**src/rtl/uart_rx.sv**
```systemverilog
// uart_rx: oversampling UART receiver, LSB first, one start and one stop bit.
// Define UART_RX_PARITY_EN to insert an even parity bit between data and stop.
module uart_rx #(
  parameter int CLKS_PER_BIT = 868,
  parameter int DATA_BITS    = 8
) (
  input  logic                 clk,
  input  logic                 rst,
  input  logic                 rx,
  output logic [DATA_BITS-1:0] data,
  output logic                 valid,
  output logic                 frame_err,
  output logic                 parity_err,
  output logic                 busy
);

  localparam int CW = $clog2(CLKS_PER_BIT);
  localparam int BW = $clog2(DATA_BITS);
  localparam logic [CW-1:0] BIT_LAST  = CW'(CLKS_PER_BIT - 1);
  localparam logic [CW-1:0] HALF_LAST = CW'(CLKS_PER_BIT / 2 - 1);
  localparam logic [BW-1:0] DATA_LAST = BW'(DATA_BITS - 1);

  typedef enum logic [2:0] {
    IDLE,
    START,
    DATA,
    PARITY,
    STOP,
    WAIT_HIGH
  } stateType;

  stateType               state;
  stateType               stateNext;
  logic                   rxMeta;
  logic                   rxs;
  logic [CW-1:0]          baudCnt;
  logic [CW-1:0]          baudCntNext;
  logic [BW-1:0]          bitCnt;
  logic [BW-1:0]          bitCntNext;
  logic [DATA_BITS-1:0]   shiftReg;
  logic [DATA_BITS-1:0]   shiftRegNext;
  logic [DATA_BITS-1:0]   dataNext;
  logic                   validNext;
  logic                   frameErrNext;
`ifdef UART_RX_PARITY_EN
  logic                   parityBad;
  logic                   parityBadNext;
  logic                   parityErrNext;
`endif

  assign busy = (state != IDLE);

  // Two-flop synchronizer; idles high so reset never fakes a start bit.
  always_ff @(posedge clk) begin
    if (!rst) begin
      rxMeta <= 1'b1;
      rxs    <= 1'b1;
    end else begin
      rxMeta <= rx;
      rxs    <= rxMeta;
    end
  end

  always_ff @(posedge clk) begin
    if (!rst) begin
      state     <= IDLE;
      baudCnt   <= '0;
      bitCnt    <= '0;
      shiftReg  <= '0;
      data      <= '0;
      valid     <= 1'b0;
      frame_err <= 1'b0;
`ifdef UART_RX_PARITY_EN
      parityBad  <= 1'b0;
      parity_err <= 1'b0;
`endif
    end else begin
      state     <= stateNext;
      baudCnt   <= baudCntNext;
      bitCnt    <= bitCntNext;
      shiftReg  <= shiftRegNext;
      data      <= dataNext;
      valid     <= validNext;
      frame_err <= frameErrNext;
`ifdef UART_RX_PARITY_EN
      parityBad  <= parityBadNext;
      parity_err <= parityErrNext;
`endif
    end
  end

`ifndef UART_RX_PARITY_EN
  assign parity_err = 1'b0;
`endif

  // Each sample point is where baudCnt wraps; the counter restarts on every sample.
  always_comb begin
    stateNext    = state;
    baudCntNext  = baudCnt;
    bitCntNext   = bitCnt;
    shiftRegNext = shiftReg;
    dataNext     = data;
    validNext    = 1'b0;
    frameErrNext = 1'b0;
`ifdef UART_RX_PARITY_EN
    parityBadNext = parityBad;
    parityErrNext = 1'b0;
`endif

    case (state)
      IDLE: begin
        baudCntNext = '0;
        bitCntNext  = '0;
        if (!rxs) begin
          stateNext = START;
        end
      end

      START: begin
        if (baudCnt == HALF_LAST) begin
          baudCntNext = '0;
          stateNext   = rxs ? IDLE : DATA;
        end else begin
          baudCntNext = baudCnt + CW'(1);
        end
      end

      DATA: begin
        if (baudCnt == BIT_LAST) begin
          baudCntNext  = '0;
          shiftRegNext = {rxs, shiftReg[DATA_BITS-1:1]};
          bitCntNext   = bitCnt + BW'(1);
          if (bitCnt == DATA_LAST) begin
`ifdef UART_RX_PARITY_EN
            stateNext = PARITY;
`else
            stateNext = STOP;
`endif
          end
        end else begin
          baudCntNext = baudCnt + CW'(1);
        end
      end

`ifdef UART_RX_PARITY_EN
      PARITY: begin
        if (baudCnt == BIT_LAST) begin
          baudCntNext   = '0;
          parityBadNext = (rxs != ^shiftReg);
          stateNext     = STOP;
        end else begin
          baudCntNext = baudCnt + CW'(1);
        end
      end
`endif

      // Leaving STOP at mid-bit lets a start bit right after the stop bit be seen.
      STOP: begin
        if (baudCnt == BIT_LAST) begin
          baudCntNext = '0;
          if (rxs) begin
            stateNext = IDLE;
`ifdef UART_RX_PARITY_EN
            if (parityBad) begin
              parityErrNext = 1'b1;
            end else begin
              validNext = 1'b1;
              dataNext  = shiftReg;
            end
`else
            validNext = 1'b1;
            dataNext  = shiftReg;
`endif
          end else begin
            stateNext    = WAIT_HIGH;
            frameErrNext = 1'b1;
          end
        end else begin
          baudCntNext = baudCnt + CW'(1);
        end
      end

      WAIT_HIGH: begin
        if (rxs) begin
          stateNext = IDLE;
        end
      end

      default: begin
        stateNext = IDLE;
      end
    endcase
  end

endmodule

```
**config.mk**
```make
export PLATFORM = sky130hd
export DESIGN_NAME = uart_rx
export DESIGN_NICKNAME = d
export VERILOG_FILES = /design/src/rtl/uart_rx.sv
export SDC_FILE = /design/constraint.sdc
export NUM_CORES = 1
export LEC_CHECK = 0
export BUFFER_PORTS_ARGS = -buffer_cell sky130_fd_sc_hd__buf_2
export CAP_MARGIN = 10
export CORE_MARGIN = 2
export CORE_UTILIZATION = 47
export DETAILED_ROUTE_END_ITERATION = 10
export RECOVER_POWER = 50
export SKIP_LAST_GASP = 1
export SLEW_MARGIN = 20
export SYNTH_ARGS = -nofsm -noshare
export SYNTH_HDL_FRONTEND = slang
export SYNTH_SLANG_ARGS = --single-unit
```
**constraint.sdc**
```tcl
create_clock -name clk -period 3.3 [get_ports clk]
set_input_delay 0.495 -clock clk [delete_from_list [all_inputs] [get_ports clk]]
set_output_delay 0.495 -clock clk [all_outputs]
set_load 0.05 [all_outputs]
```
=== Yosys cells after proc, flatten, opt, wreduce, memory -nomap -nowiden ===
Index checks and enable logic that the tools add are counted.
Widths: inputs -> output; s select.

* Register bits: 36
* Output and inout bits: 12
* Logic and storage cells: 50

* $add $sub $neg: 2
* Eq/ne operators: 13
* Muxes and demuxes: 16
* Reduce and logical (&&, ||, !) cells: 10

{| class="wikitable"
|+ Operator list
! operator !! number
|-
| $pmux 10 s3 || 1
|-
| $mux 3 || 8
|-
| $mux 10 || 2
|-
| $pmux 3 s5 || 1
|-
| $ne 2x2->1 const B || 6
|-
| $add 10x1->10 const B || 1
|-
| $eq 10x10->1 const B || 1
|-
| $eq 10x9->1 const B || 1
|-
| $eq 3x3->1 const B || 3
|-
| $pmux 3 s2 || 1
|-
| $reduce_and 3->1 || 2
|-
| $reduce_and 6->1 || 1
|-
| $reduce_bool 3->1 || 2
|-
| $reduce_and 2->1 || 2
|-
| $add 3x1->3 const B || 1
|-
| $eq 3x1->1 const B || 1
|-
| $eq 3x2->1 const B || 1
|-
| $logic_not 3->1 || 1
|-
| $mux 1 || 2
|-
| $mux 2 || 1
|-
| $reduce_bool 2->1 || 1
|-
| $reduce_or 2->1 || 1
|}

=== Logic depth before layout (Yosys ltp) ===
* Depth after elaboration: 4
* Depth in mapped cells: 7

=== Least setup slack after synthesis ===
Ideal clock, no wire load.

* Kind: reg2reg
* Start: register baudCnt[0]
* End: register baudCnt[9]
* Library setup time: 0.132 ns
* Arrival: 1.583 ns
* Setup slack: 1.584 ns
* Stages on the path, launching flop included: 8
* Buffers on the path: 2
* Cells stage by stage: dfxtp_1 -> ha_1 -> nor4bb_1 -> buf_2 -> a31oi_1 -> buf_6 -> o2111ai_1 -> o311ai_1

* Word-level cells in the longest chain between the ends: 3

{| class="wikitable"
|+ RTL lines
! element !! RTL line !! source
|-
| start: declaration || 36 || <nowiki>logic [CW-1:0] baudCnt;</nowiki>
|-
| start signal: assignment || 79 || <nowiki>baudCnt <= baudCntNext;</nowiki>
|-
| $add 10x1->10 (tied with other cells) || 124, 141, 179 ||
|-
| $mux 10, on equally long branches || 129, 159, 120 ||
|-
| $pmux 10 s3 * || 110 || <nowiki>case (state)</nowiki>
|}

Every way passes the cells marked *; elsewhere a longest branch is shown, timed or not.
A chain may end at the register's enable or synchronous reset.

=== Worst setup path after layout ===
Same ends and word-level chain as after synthesis.

==> results.txt <==
The flow ran to the end, and the final reports show no timing, DRC or antenna violations. The final worst slack is 0.941 ns. The post-cts resize count came out at 0.

The delay contributed by the slowest stage of the critical path is 0.78 ns. The proportion of netlist area held by the largest area contributor came out at 0.383. The number of clock sinks came out at 36. By startpoint and endpoint, the worst setup path is classified as flop to flop. The count of non-filler cells in the finished layout came out at 277. The number of global-route vias before repair came out at 1556. Leaving out fill and tap cells, the most frequent cell in the layout is sky130_fd_sc_hd__dfxtp_1. CTS placed an instance of sky130_fd_sc_hd__clkbuf_8 at the clock tree root. The register area share after synthesis is 0.383.

The number of standard-cell rows in the floorplan is 22. STA puts the critical path data required time at 3.51 ns. The chip height came out at 67.3 microns. For this run, design rule violations remaining after detail routing come to 0. Traced cell by cell, the critical path runs through ha_1, nor4bb_1, clkbuf_1, a31oi_1, o21ai_0, o311ai_1.

The effective utilization at floorplan is 0.503. For this block, the initial DRC count from the detailed router was 154. For this design the top-level I/O count stands at 15. The footprint of the multi-input gates is 977 sq um. The number of cells after detailed placement is 269. The area inside the core boundary is 3740 sq um. The maximum clock frequency is 0.424 GHz. The remaining number of nets flagged by the antenna check after routing is 0. Broken down by cell family, the worst path's largest delay share belongs to compound AO/OA/AOI/OAI gates.

After filler insertion, the fill cell instance count of the layout stands at 370. The portion of total power attributed to the clock network came out at 0.449. The transition time at the pin with the least slew margin is 0.978 ns. The share of the cycle needed by the critical path after routing came out at 0.715. In the layout the commonest cells are 36 x sky130_fd_sc_hd__dfxtp_1, 30 x sky130_fd_sc_hd__nand3_1, 23 x sky130_fd_sc_hd__a21oi_1, 19 x sky130_fd_sc_hd__nand2_1, 13 x sky130_fd_sc_hd__clkbuf_1. The net switching power of the design came out at 199 uW. The final instance area is 1990 sq um. The share of cells above drive strength 1 came out at 0.0917. The worst setup path is launched from a flop. Setup repair after global routing left no endpoint under its margin. Summing every instance area after synthesis gives 1880 sq um. The flip-flop and latch count after synthesis came out at 36. The number of unique standard cell types used by synthesis came out at 45. The largest net degree at the start of global routing is 18. In the final timing run, aggregate negative setup slack is 0 ns. The arrival time at the worst endpoint is 2.57 ns. The routed wirelength normalized by instance count is 15.6 microns. The analysis attributes to cell leakage a power of 0.640 nW.

The most area-hungry cell type in the Yosys netlist is sky130_fd_sc_hd__dfxtp_1. The area of the die came out at 4530 sq um. The share of total power dissipated in combinational logic is 0.042. TritonCTS built the clock tree.

For this run, the total global-route usage over all layers was measured as 0.218. The storage element area came out at 721 sq um. The slowest stage of the critical path belongs to the cell sky130_fd_sc_hd__a31oi_1.

The number of logic stages on the critical path including buffering is 6. In this run, CTS created clock tree buffers numbering 5. The internal cell power came out at 669 uW.

In this run the mean area of a mapped cell was 8.36 sq um. The buffer count from post-CTS setup fixing came out at 0. The via-per-instance ratio is 6.05. By area the synthesized netlist is led by sky130_fd_sc_hd__dfxtp_1 38%, sky130_fd_sc_hd__nand3_1 8.0%, sky130_fd_sc_hd__a21oi_1 6.1%, sky130_fd_sc_hd__nand2_1 3.8%, sky130_fd_sc_hd__buf_6 3.0%.

The number of maximum-capacitance violations came out at 0. The number of antenna violations at the first check in global routing came out at 0. No sink is reached through more buffers than the 2 on the longest clock path. The peak supply drop came out at 0.241 mV. The min-delay analysis places its worst path in the category primary input to flop. The final global-route overflow total came out at 0. The horizontal die dimension came out at 67.3 microns. Hold is met by 0.379 ns. The length in cells of the worst reg-to-reg path came out at 6. The post-place instance area is 1900 sq um.

The register clock-pin slew on the reported worst setup and hold paths is 0.07 ns. The routed layout has 1676 vias. For this run, the share of the core covered by cells in the final layout is 0.532. The quantity of I/O buffers inserted on ports is 13. Along the worst hold path, the cell count comes to 2. The sequential fraction of design power is 0.508. CTS built an H-tree with a depth of 2.

The area added between synthesis and finish came out at 5.78%. The final setup violation count is 0. The hold violation count in the final report came out at 0. The minimum clock period after layout came out at 2.36 ns.

At the end of the flow, the number of nets in the layout was 235. Counting flops with a built-in enable in the synthesized netlist gives 0. For the worst-skew pair, the clock arrives at the later sink with an insertion delay of 0.30 ns.

The worst setup path is captured at a flop. The total power of the final layout came out at 868 uW. Of all nets on the critical path, the largest fanout is 11. The number of synthesis warnings came out at 0.

The worst slew margin relative to its limit came out at 0.345. The main flop type after synthesis is sky130_fd_sc_hd__dfxtp_1. The post-cts hold buffer count is 0. The number of nets handed over by synthesis was 232. The global-route wire length before repair came out at 7.34 mm.

For the final database, setup skew stands at 0.00582 ns. The number of antenna diodes is 0. Counting both buffers and inverters, the worst setup path holds a total of 1.

For this design the ratio of total power to cell area is 436 nW/um^2. The routed design has 4.33 mm of wire. The weighted congestion at the end of routability-driven global placement came out at 0.834. The number of optimization iterations in the first detailed-route pass came out at 4. The total half-perimeter wirelength after legalization and detailed placement came out at 2.90 mm.

The fraction of registers with async set/reset came out at 0. The post-synthesis instance total came out at 225. The number of max-slew violations in the final report came out at 0. The placement-stage worst setup slack came out at 1.02 ns. The share of total power consumed by net switching is 0.229.
==> routing by layer <==
| layer | vias up | GRT usage | wire (microns) |
|---|---|---|---|
| met5 | - | 0 | 0 |
| met4 | 0 | 0.107 | 85 |
| met3 | 8 | 0.0483 | 195 |
| met2 | 37 | 0.329 | 1930 |
| met1 | 802 | 0.292 | 2120 |
| li1 | 829 | - | - |
==> synth_stat cells (4+ instances only) <==
cell type / count
sky130_fd_sc_hd__buf_6: 5
sky130_fd_sc_hd__nand4_1: 4
sky130_fd_sc_hd__nand3_1: 30
sky130_fd_sc_hd__a31oi_1: 8
sky130_fd_sc_hd__o21ai_0: 10
sky130_fd_sc_hd__dfxtp_1: 36
sky130_fd_sc_hd__o221ai_1: 6
sky130_fd_sc_hd__nor3_1: 8
sky130_fd_sc_hd__a21oi_1: 23
sky130_fd_sc_hd__o211ai_1: 5
sky130_fd_sc_hd__buf_2: 7
sky130_fd_sc_hd__inv_1: 12
sky130_fd_sc_hd__clkbuf_1: 5
sky130_fd_sc_hd__ha_1: 4
sky130_fd_sc_hd__nand2_1: 19
==> power by group through the flow <==
stage | clock [mW] | combinational, mW | sequential [mW]
5_1_grt | 0.414 | 0.0406 | 0.442
4_1_cts | 0.396 | 0.0372 | 0.441
3_3_place_gp | 0 | 0.0357 | 0.451
6_report | 0.390 | 0.0369 | 0.441
3_5_place_dp | 0 | 0.0371 | 0.451
2_1_floorplan | 0 | 0.0342 | 0.448
==> worst paths after layout <==
check	from	slack [ns]	endpoint
min reg2reg	rxMeta	0.42	rxs
max	baudCnt[0]	0.94	baudCnt[9]
min	rx	0.38	rxMeta
max reg2reg	baudCnt[0]	0.94	baudCnt[9]
==> sequential cells by signal, summed over array words and instances, names as in the netlist <==
register	flops
baudCnt	10
data	8
shiftReg	8
bitCnt	3
state	3
frame_err	1
rxMeta	1
rxs	1
valid	1
==> kinds of logic (layout without fill, tap and decap cells) <==
kind of cell    count (synthesis)  count (layout)  share of synthesized area
fa+ha+maj                       5               5                     0.0319
simple gates                   82              82                      0.235
flops                          36              36                      0.383
other cells                     1               1                    0.00199
compound gates                 68              68                      0.251
buf+inv                        33              37                     0.0971
==> final cells by class <==
| class | instances | area share |
|---|---|---|
| clock inverters | 3 | 0.0214 |
| well taps | 48 | 0.0302 |
| flip-flops and latches | 36 | 0.362 |
| inverters | 12 | 0.0226 |
| clock buffers | 5 | 0.0346 |
| repair buffers | 17 | 0.0383 |
| multi-input cells | 156 | 0.491 |
(Power assumes the default switching activity.)
